--- src/rtl/sat_counter.sv ---
// Saturating up-counter with synchronous clear; clear wins over increment.
module sat_counter #(
    parameter int W = 32
) (
    input  logic         clk,
    input  logic         rst,
    input  logic         clr,
    input  logic         inc,
    output logic [W-1:0] q
);

    localparam logic [W-1:0] MAX = '1;

    // Count up on inc, stick at all-ones, clear takes priority
    always_ff @(posedge clk or negedge rst) begin
        if (!rst) begin
            q <= '0;
        end else if (clr) begin
            q <= '0;
        end else if (inc && (q != MAX)) begin
            q <= q + W'(1);
        end
    end

endmodule

--- config.mk ---
export PLATFORM = sky130hd
export DESIGN_NAME = sat_counter
export DESIGN_NICKNAME = d
export VERILOG_FILES = /design/src/rtl/sat_counter.sv
export SDC_FILE = /design/constraint.sdc
export NUM_CORES = 1
export LEC_CHECK = 0
export ABC_AREA = 1
export CORE_MARGIN = 5
export CORE_UTILIZATION = 54
export DETAILED_ROUTE_END_ITERATION = 10
export GPL_ROUTABILITY_DRIVEN = 0
export GPL_TIMING_DRIVEN = 0
export PLACE_DENSITY = 0.85
export SLEW_MARGIN = 20
export SYNTH_ARGS = -nofsm -noshare
export SYNTH_HDL_FRONTEND = slang
export SYNTH_SLANG_ARGS = --single-unit
--- constraint.sdc ---
create_clock -name clk -period 1.86 [get_ports clk]
set_input_delay 0.279 -clock clk [delete_from_list [all_inputs] [get_ports clk]]
set_output_delay 0.279 -clock clk [all_outputs]
set_load 0.03 [all_outputs]
==> results of run 1 <==
per-layer routing:
layer,global-route usage [%],vias up
met5,0,-
met4,11.46,0
met3,4.189,16
met2,40.98,92
met1,32.44,1134
li1,-,1177
path summary, 6_finish.rpt:
path | startpoint | end | slack (ns) | cells past startpoint
max | q[0] | q[0] | 0.04 | 2
min | rst | q[11] | 0.04 | 1
max reg2reg | q[0] | q[4] | 0.06 | 12
min reg2reg | q[17] | q[17] | 0.57 | 2
max in group asynchronous | rst | q[17] | 1.31 | 1
min in group clk | q[17] | q[17] | 0.57 | 2
cells in the final DEF (no fill, tap or decap), drive strengths merged, types with 4 or more instances in the layout:
master,count
xnor2,4
nor2,59
o21ai,14
nand4,8
buf,11
inv,31
a21oi,4
nand2,142
nand3,34
clkbuf,10
clkdlybuf4s50,34
dfrtp,32
xor2,5
per-stage QoR:
stage / setup slack (ns) / TNS [ns] / hold slack, ns
2_1_floorplan: 0.01866 / 0 / -0.01659
3_3_place_gp: -0.2254 / -5.625 / 0.5105
3_5_place_dp: -0.2406 / -2.145 / 0.3818
4_1_cts: 0.01690 / 0 / 0.07321
5_1_grt: -0.02709 / -0.08347 / 0.1079
6_report: 0.04223 / 0 / 0.03886
Yosys cell counts:
cell type / n
ha_1: 1
o21ai_1: 10
nor2_1: 52
clkbuf_1: 2
nor2_8: 1
xnor2_1: 4
inv_1: 29
xor2_1: 5
nor2_4: 2
or2_2: 1
nand3b_1: 1
dfrtp_1: 32
nand2_8: 1
nand2_4: 3
nand2_1: 135
buf_1: 1
a21oi_1: 4
nor2_2: 4
buf_2: 1
nand2_2: 3
o21ai_0: 4
nand4_1: 8
inv_2: 2
a22oi_1: 1
nand3_1: 34
buf_6: 4
critical path, delay by kind of cell (launching register included):
| kind | cells | cell delay [ns] |
|---|---|---|
| buf+inv | 2 | 0.81 |
| flops | 1 | 0.44 |
cell families after synthesis:
kind of cell,Yosys count
simple gates,245
compound gates,19
flops,32
xor+xnor,9
buf+inv,39
fa+ha+maj,1
power breakdown:
group	switching [W]	internal, W	total [W]	leakage, nW
Sequential	0.00000623	0.000700	0.000706	0.438
Combinational	0.0000775	0.0000357	0.000113	0.757
Clock	0.000270	0.000302	0.000572	0.0455
Total	0.000354	0.00104	0.00139	1.24
timing repair:
action,in CTS,in global routing
endpoints found under the setup margin,21,26
resized for setup,2,14
pin swaps,2,4
buffers inserted,2,2
hold buffers,0,0
final cells by class:
type	instances	area, um2	area share [%]
clock buffers	8	90.09	3.183
plain buffers	8	65.06	2.299
inverters	31	118.9	4.200
multi-input cells	274	1311	46.33
flip-flops and latches	32	807.0	28.51
well taps	50	62.56	2.210
repair buffers	39	375.4	13.26
==> results.py, run 1 <==
metrics = {
    "status": {
        "status": "completed",
    },
    "routing": {
        "wire_per_inst_um": 14.52,
        "wl_met2_mm": 3.087,
        "avgViaCountPerCell": 5.473,
        "route.detailed.drc": 0,
        "drt_iter0_drc": 225,
        "ant_nets": 0,
        "met1_length_mm": 2.780,
        "routed.top_layer": "met4",
        "wl_mm": 6.420,
        "dr.pass1.iters": 4,
        "dr_wl_met3_um": 396,
        "vias": 2419,
    },
    "sta": {
        "skew_ns": 0.005849,
        "worstMarginPinSlew_ns": 0.7313,
        "finalCritPeriodShare_pct": 97.73,
        "drv_slew": 0,
        "slew_headroom_pct": 51.25,
        "hold_viol": 0,
        "period_minus_slack_ns": 1.818,
        "setup_viol": 0,
        "fmaxAchievable_mhz": 550.1,
    },
    "yosys": {
        "synth_top_cell_by_area": "dfrtp_1",
        "yosys.area_share.adder_pct": 0.5577,
        "ys_seq_elements": 32,
        "synth_simple_gate_area_share_pct": 47.96,
        "avgSynthCellArea_um2": 6.503,
        "synth_top_family_by_area": "simple AND/OR/NAND/NOR gates",
        "synth.distinct_cells": 26,
        "syn-num-nets": 350,
        "synth_compound_area_share_pct": 4.350,
        "synthTopCellsByArea": "dfrtp_1 36%, nand2_1 23%, nor2_1 8.7%, nand3_1 7.6%, inv_1 4.9%",
        "yosys_warnings": 0,
        "synthXorXnorAreaFrac_pct": 3.514,
        "synthCells": 345,
        "synth_top_area_share_pct": 35.69,
        "synthMuxAreaShare_pct": 0,
        "ys_seq_area_share_pct": 35.69,
        "synth.cell_area_um2": 2243,
    },
    "global_route": {
        "antenna_found_initial": 0,
        "grt_pass1_wl_mm": 10.37,
        "grt_max_degree": 33,
        "grt_overflow_total": 0,
        "first_global_vias": 2215,
        "track_usage_pct": 25.08,
    },
    "job": {
        "cap_violations": 0,
    },
    "clocking": {
        "numCtsBuffers": 5,
        "clockRootBuffer": "clkbuf_8",
        "clock_path_buffers": 2,
        "clock_latency_ns": 0.29,
        "path_clk_slew_ns": 0.07,
        "htreeDepth": 2,
        "clock_sink_count": 32,
        "cts_tree": "built",
    },
    "placed_design": {
        "dpl-instance-area_um2": 2653,
        "dp.cells": 430,
        "dp_hpwl_mm": 4.601,
        "io_buffers": 35,
    },
    "layout": {
        "area_growth_pct": 26.16,
        "instances_no_fill": 442,
        "insertedDiodeCount": 0,
        "largest-register": "q",
        "top_regs": "q: 32 flops",
        "layout.nets": 396,
        "finalCoreUtilization_pct": 70.75,
        "nFillCells": 356,
        "fin_area_um2": 2830,
        "largest_reg_flops": 32,
        "drive_gt1_share_pct": 10.97,
    },
    "setup_path": {
        "cp_slowest_cell": "clkdlybuf4s50_1",
        "critical_path.cell_chain": "buf_4, clkdlybuf4s50_1",
        "cp.required_ns": 1.58,
        "critPathKind": "flip-flop to output port",
        "endpoint_kind": "output port",
        "cp-start-kind": "flip-flop",
        "crit_fanout": 3,
        "cpPeakStageDelay_ns": 0.66,
        "critical_path_arrival_ns": 1.54,
    },
    "pwr": {
        "peakVddDrop_mv": 0.3582,
        "p_total_w": 0.001391,
        "powerDensity_nw_per_um2": 491.6,
        "p_leak_nw": 1.240,
    },
    "die": {
        "core_um2": 4000,
        "ios": 36,
        "dieArea_um2": 5544,
        "die_y_um": 74.46,
        "start_util_pct": 56.08,
        "die_w_um": 74.46,
        "core.rowCount": 23,
    },
    "worst_hold_path": {
        "hold_class": "primary input to asynchronous set/reset pin",
    },
}
Power figures use the tool's default switching activity.
==> run 2: changes to the inputs <==
--- a/constraint.sdc
+++ b/constraint.sdc
@@ -3,2 +3,2 @@
 set_output_delay 0.279 -clock clk [all_outputs]
-set_load 0.03 [all_outputs]
+set_load 0.1 [all_outputs]
==> results.py, run 2 (synthesized netlist as in run 1, its figures left out) <==
metrics = {
    "status": {
        "status": "completed",
    },
    "sta": {
        "period_minus_slack_ns": 1.827,
        "finalCritPeriodShare_pct": 98.23,
        "fin_setup_tns_ns": 0,
        "fmaxAchievable_mhz": 547.3,
        "worstMarginPinSlew_ns": 0.9596,
        "hold_viol": 0,
        "slew_headroom_pct": 36.28,
        "skew_ns": 0.007881,
        "drv_slew": 0,
        "setup_viol": 0,
        "timing.final.ws_setup_ns": 0.03300,
        "holdWs_ns": 0.03234,
    },
    "layout": {
        "largest-register": "q",
        "largest_reg_flops": 32,
        "layout.nets": 397,
        "drive_gt1_share_pct": 20.36,
        "top_regs": "q: 32 flops",
        "final_cell_mix": "135 x nand2_1, 50 x nor2_1, 34 x nand3_1",
        "final_common_cell": "nand2_1",
        "area_growth_pct": 26.16,
        "insertedDiodeCount": 0,
    },
    "routing": {
        "dr.pass1.iters": 5,
        "ant_nets": 0,
        "avgViaCountPerCell": 5.352,
        "vias": 2371,
        "wl_mm": 6.138,
        "wire_per_inst_um": 13.86,
        "route.detailed.drc": 0,
        "drt_iter0_drc": 287,
    },
    "job": {
        "cap_violations": 0,
    },
    "die": {
        "start_util_pct": 56.08,
        "dieArea_um2": 5544,
        "die_y_um": 74.46,
        "core.rowCount": 23,
        "core_um2": 4000,
        "ios": 36,
        "die_w_um": 74.46,
    },
    "setup_path": {
        "crit_fanout": 5,
        "cp.required_ns": 1.58,
        "r2r_slack_ns": 0.10,
        "crit_buf_inv": 1,
        "cpLargestDelayFamily": "buffers and inverters",
        "critPathKind": "flip-flop to output port",
        "critical_path_arrival_ns": 1.55,
        "endpoint_kind": "output port",
        "critical_path.cell_chain": "clkdlybuf4s15_1",
        "crit_start": "q[6]",
        "r2r-start": "q[0]",
        "cp_slowest_cell": "clkdlybuf4s15_1",
        "r2r_end": "q[19]",
        "r2r_cells": 8,
        "cpPeakStageDelay_ns": 0.84,
        "cp-start-kind": "flip-flop",
    },
    "clocking": {
        "cts_tree": "built",
        "htreeDepth": 2,
        "clock_latency_ns": 0.29,
        "clockRootBuffer": "clkbuf_8",
        "clock_path_buffers": 2,
        "clock_sink_count": 32,
        "path_clk_slew_ns": 0.07,
        "numCtsBuffers": 5,
    },
    "pwr": {
        "powerDensity_nw_per_um2": 492.9,
        "p_leak_nw": 1.253,
        "peakVddDrop_mv": 0.3189,
    },
    "placed_design": {
        "dp_slack_ns": -0.1555,
        "dp_hpwl_mm": 4.468,
        "io_buffers": 35,
    },
    "global_route": {
        "grt_overflow_total": 0,
        "grt_max_degree": 33,
        "antenna_found_initial": 0,
        "grt_pass1_wl_mm": 10.27,
        "track_usage_pct": 24.40,
        "first_global_vias": 2221,
    },
    "worst_hold_path": {
        "hold_class": "primary input to asynchronous set/reset pin",
    },
}
## run 2: cell types whose count changed in the layout (fill, tap and decap cells not counted), sizes merged
cell,previous run,this run
dlygate4sd2,0,4
clkdlybuf4s15,0,20
clkbuf,10,18
buf,11,12
clkdlybuf4s50,34,2
## run 2: worst max path at each step
stage	slack [ns]	to	depth (start not counted)
floorplan	-0.03	q[19]	11
global placement	-0.27	q[4]	1
detailed placement	-0.16	q[25]	9
CTS	0.001	q[12]	1
global route	-0.01	q[19]	8
finish	0.03	q[6]	1
## run 2: timing repair
item	CTS	global route
buffers inserted	0	5
setup endpoints to repair	42	55
gates resized for setup	41	37
pin swaps	0	3
hold buffers	0	0
## run 2: final cells by class
type	count	area, um2
plain buffers	8	71.32
multi-input cells	274	1299
clock buffers	8	90.09
well taps	50	62.56
flip-flops and latches	32	848.3
inverters	31	118.9
repair buffers	40	340.3
fillers	352	1170
## run 2: metal layers
layer,up-vias,GRT usage (%),part of all wire (%)
met4,0,6.917,1.2
met5,-,0,0
met3,7,4.865,8.5
met2,100,40.98,50
met1,1090,31.95,41
li1,1174,-,-
## run 2: where the power goes
part / switching, W / leakage [nW] / internal [W]
Clock: 0.000257 / 0.0455 / 0.000302
Sequential: 0.00000575 / 0.392 / 0.000701
Combinational: 0.0000948 / 0.816 / 0.0000346
## run 2: stage by stage
step | utilization, % | cells | power (W) | area (um2)
final | 70.75 | 443 | 0.001395 | 2830
after global routing | 70.75 | 443 | 0.001454 | 2830
after floorplan | - | 345 | 0.0007994 | 2306
after global placement | 67.97 | 430 | 0.0008467 | 2719
after detailed placement | 67.84 | 430 | 0.0008467 | 2714
after CTS | 69.47 | 438 | 0.001401 | 2779
==> run 3: changes to the inputs <==
TNS_END_PERCENT = 20   (was not set)
==> results.py, run 3 (synthesized netlist as in run 1, its figures left out) <==
metrics = {
    "sta": {
        "setup_viol": 0,
        "drv_slew": 0,
        "period_minus_slack_ns": 1.829,
        "slew_headroom_pct": 35.97,
        "holdWs_ns": 0.03506,
        "hold_viol": 0,
        "fmaxAchievable_mhz": 546.7,
        "grt_setup_unrepaired": "yes",
        "worstMarginPinSlew_ns": 0.9642,
        "skew_ns": 0.004798,
        "finalCritPeriodShare_pct": 98.34,
    },
    "pwr": {
        "peakVddDrop_mv": 0.3737,
        "power_frac_comb_pct": 10.0,
        "p_leak_nw": 1.262,
        "powerDensity_nw_per_um2": 499.3,
        "clock_power_share_pct": 40.1,
        "p_seq_share_pct": 50.0,
        "p_sw_w": 0.0003706,
        "p_sw_share_pct": 26.17,
        "intPower_w": 0.001045,
    },
    "clocking": {
        "path_clk_slew_ns": 0.07,
        "clockRootBuffer": "clkbuf_8",
        "clock_latency_ns": 0.29,
        "numCtsBuffers": 5,
        "htreeDepth": 2,
        "postCtsHoldBufs": 0,
        "clock_path_buffers": 2,
        "clock_sink_count": 32,
        "cts_tree": "built",
    },
    "setup_path": {
        "cpLargestDelayFamily": "buffers and inverters",
        "cpPeakStageDelay_ns": 0.84,
        "cp-start-kind": "flip-flop",
        "critical_path_arrival_ns": 1.55,
        "crit_fanout": 6,
        "endpoint_kind": "output port",
        "critical_path.cell_chain": "clkdlybuf4s15_1",
        "crit_buf_inv": 1,
        "cp_slowest_cell": "clkdlybuf4s15_1",
        "critPathKind": "flip-flop to output port",
        "cp.required_ns": 1.58,
    },
    "die": {
        "dieArea_um2": 5544,
        "die_y_um": 74.46,
        "core.rowCount": 23,
        "die_w_um": 74.46,
        "start_util_pct": 56.08,
        "core_um2": 4000,
        "ios": 36,
    },
    "routing": {
        "dr.pass1.iters": 5,
        "drt_iter0_drc": 300,
        "vias": 2408,
        "route.detailed.drc": 0,
        "avgViaCountPerCell": 5.411,
        "wl_mm": 6.345,
        "wire_per_inst_um": 14.26,
        "ant_nets": 0,
    },
    "layout": {
        "largest_reg_flops": 32,
        "top_regs": "q: 32 flops",
        "drive_gt1_share_pct": 22.53,
        "insertedDiodeCount": 0,
        "area_growth_pct": 26.44,
        "final_cell_mix": "135 x nand2_1, 50 x nor2_1, 34 x nand3_1",
        "largest-register": "q",
        "nFillCells": 357,
        "final_common_cell": "nand2_1",
        "fin_area_um2": 2836,
        "layout.nets": 399,
    },
    "global_route": {
        "antenna_found_initial": 0,
        "track_usage_pct": 24.70,
        "grt_overflow_total": 0,
        "grt_use_met3_pct": 4.865,
        "grt_max_degree": 33,
        "met1_usage_pct": 32.85,
        "gr-usage-met2_pct": 39.51,
        "grt_busiest_layer": "met2",
        "first_global_vias": 2239,
        "grt_pass1_wl_mm": 10.41,
    },
    "placed_design": {
        "dp_hpwl_mm": 4.498,
        "io_buffers": 35,
        "dpl-instance-area_um2": 2714,
    },
    "worst_hold_path": {
        "hold_class": "primary input to asynchronous set/reset pin",
    },
    "job": {
        "cap_violations": 0,
    },
    "status": {
        "status": "completed",
    },
}
==> run 3: cell types whose count changed in the layout (fill, tap and decap cells not counted), sizes merged <==
cell	previous run	this run
clkdlybuf4s15	20	16
clkbuf	18	26
dlygate4sd2	4	2
==> run 3: per-layer routing <==
layer,up-vias,wire length (um)
met5,-,0
met3,11,479
met2,99,3097
met4,0,91
met1,1118,2676
li1,1180,-
==> run 3: final timing paths <==
check	start	end	slack, ns	depth (start not counted)
max in group asynchronous	rst	q[4]	1.27	1
hold reg to reg	q[31]	q[31]	0.53	2
min in group clk	q[31]	q[31]	0.53	2
hold / removal	rst	q[3]	0.04	1
setup / recovery	q[23]	q[23]	0.03	1
setup reg to reg	q[0]	q[25]	0.07	9
==> run 3: area by class of cell <==
cell class | instances | area [um2] | area share, %
inverter | 31 | 118.9 | 4.191
clock buffer | 8 | 90.09 | 3.176
tap | 50 | 62.56 | 2.206
timing repair buffer | 42 | 346.6 | 12.22
multi-input combinational | 274 | 1299 | 45.79
buffer | 8 | 71.32 | 2.514
sequential | 32 | 848.3 | 29.91
==> run 3: timing repair <==
item	in CTS	in global routing
gates cloned	0	1
gates resized for setup	50	37
hold endpoints to repair	0	0
pin swaps	0	3
setup buffers	0	6
endpoints found under the setup margin	42	54
==> run 3: power by group through the flow <==
| stage | combinational (W) | sequential (W) | clock (W) |
|---|---|---|---|
| 6_report | 0.000141 | 0.000708 | 0.000567 |
| 5_1_grt | 0.000152 | 0.000708 | 0.000607 |
| 3_3_place_gp | 0.000126 | 0.000721 | 0 |
| 4_1_cts | 0.000125 | 0.000708 | 0.000573 |
| 2_1_floorplan | 0.0000510 | 0.000748 | 0 |
| 3_5_place_dp | 0.000125 | 0.000721 | 0 |
==> run 3: stage by stage <==
stage	cells	util, %	setup TNS [ns]	power (W)	setup WS, ns
floorplan	345	-	-0.4450	0.0007993	-0.02564
global placement	430	67.97	-7.604	0.0008470	-0.2756
detailed placement	430	67.84	-1.145	0.0008468	-0.1399
CTS	438	69.75	0	0.001406	0.0008216
global route	445	70.91	-0.04868	0.001467	-0.02092
finish	445	70.91	0	0.001416	0.03087
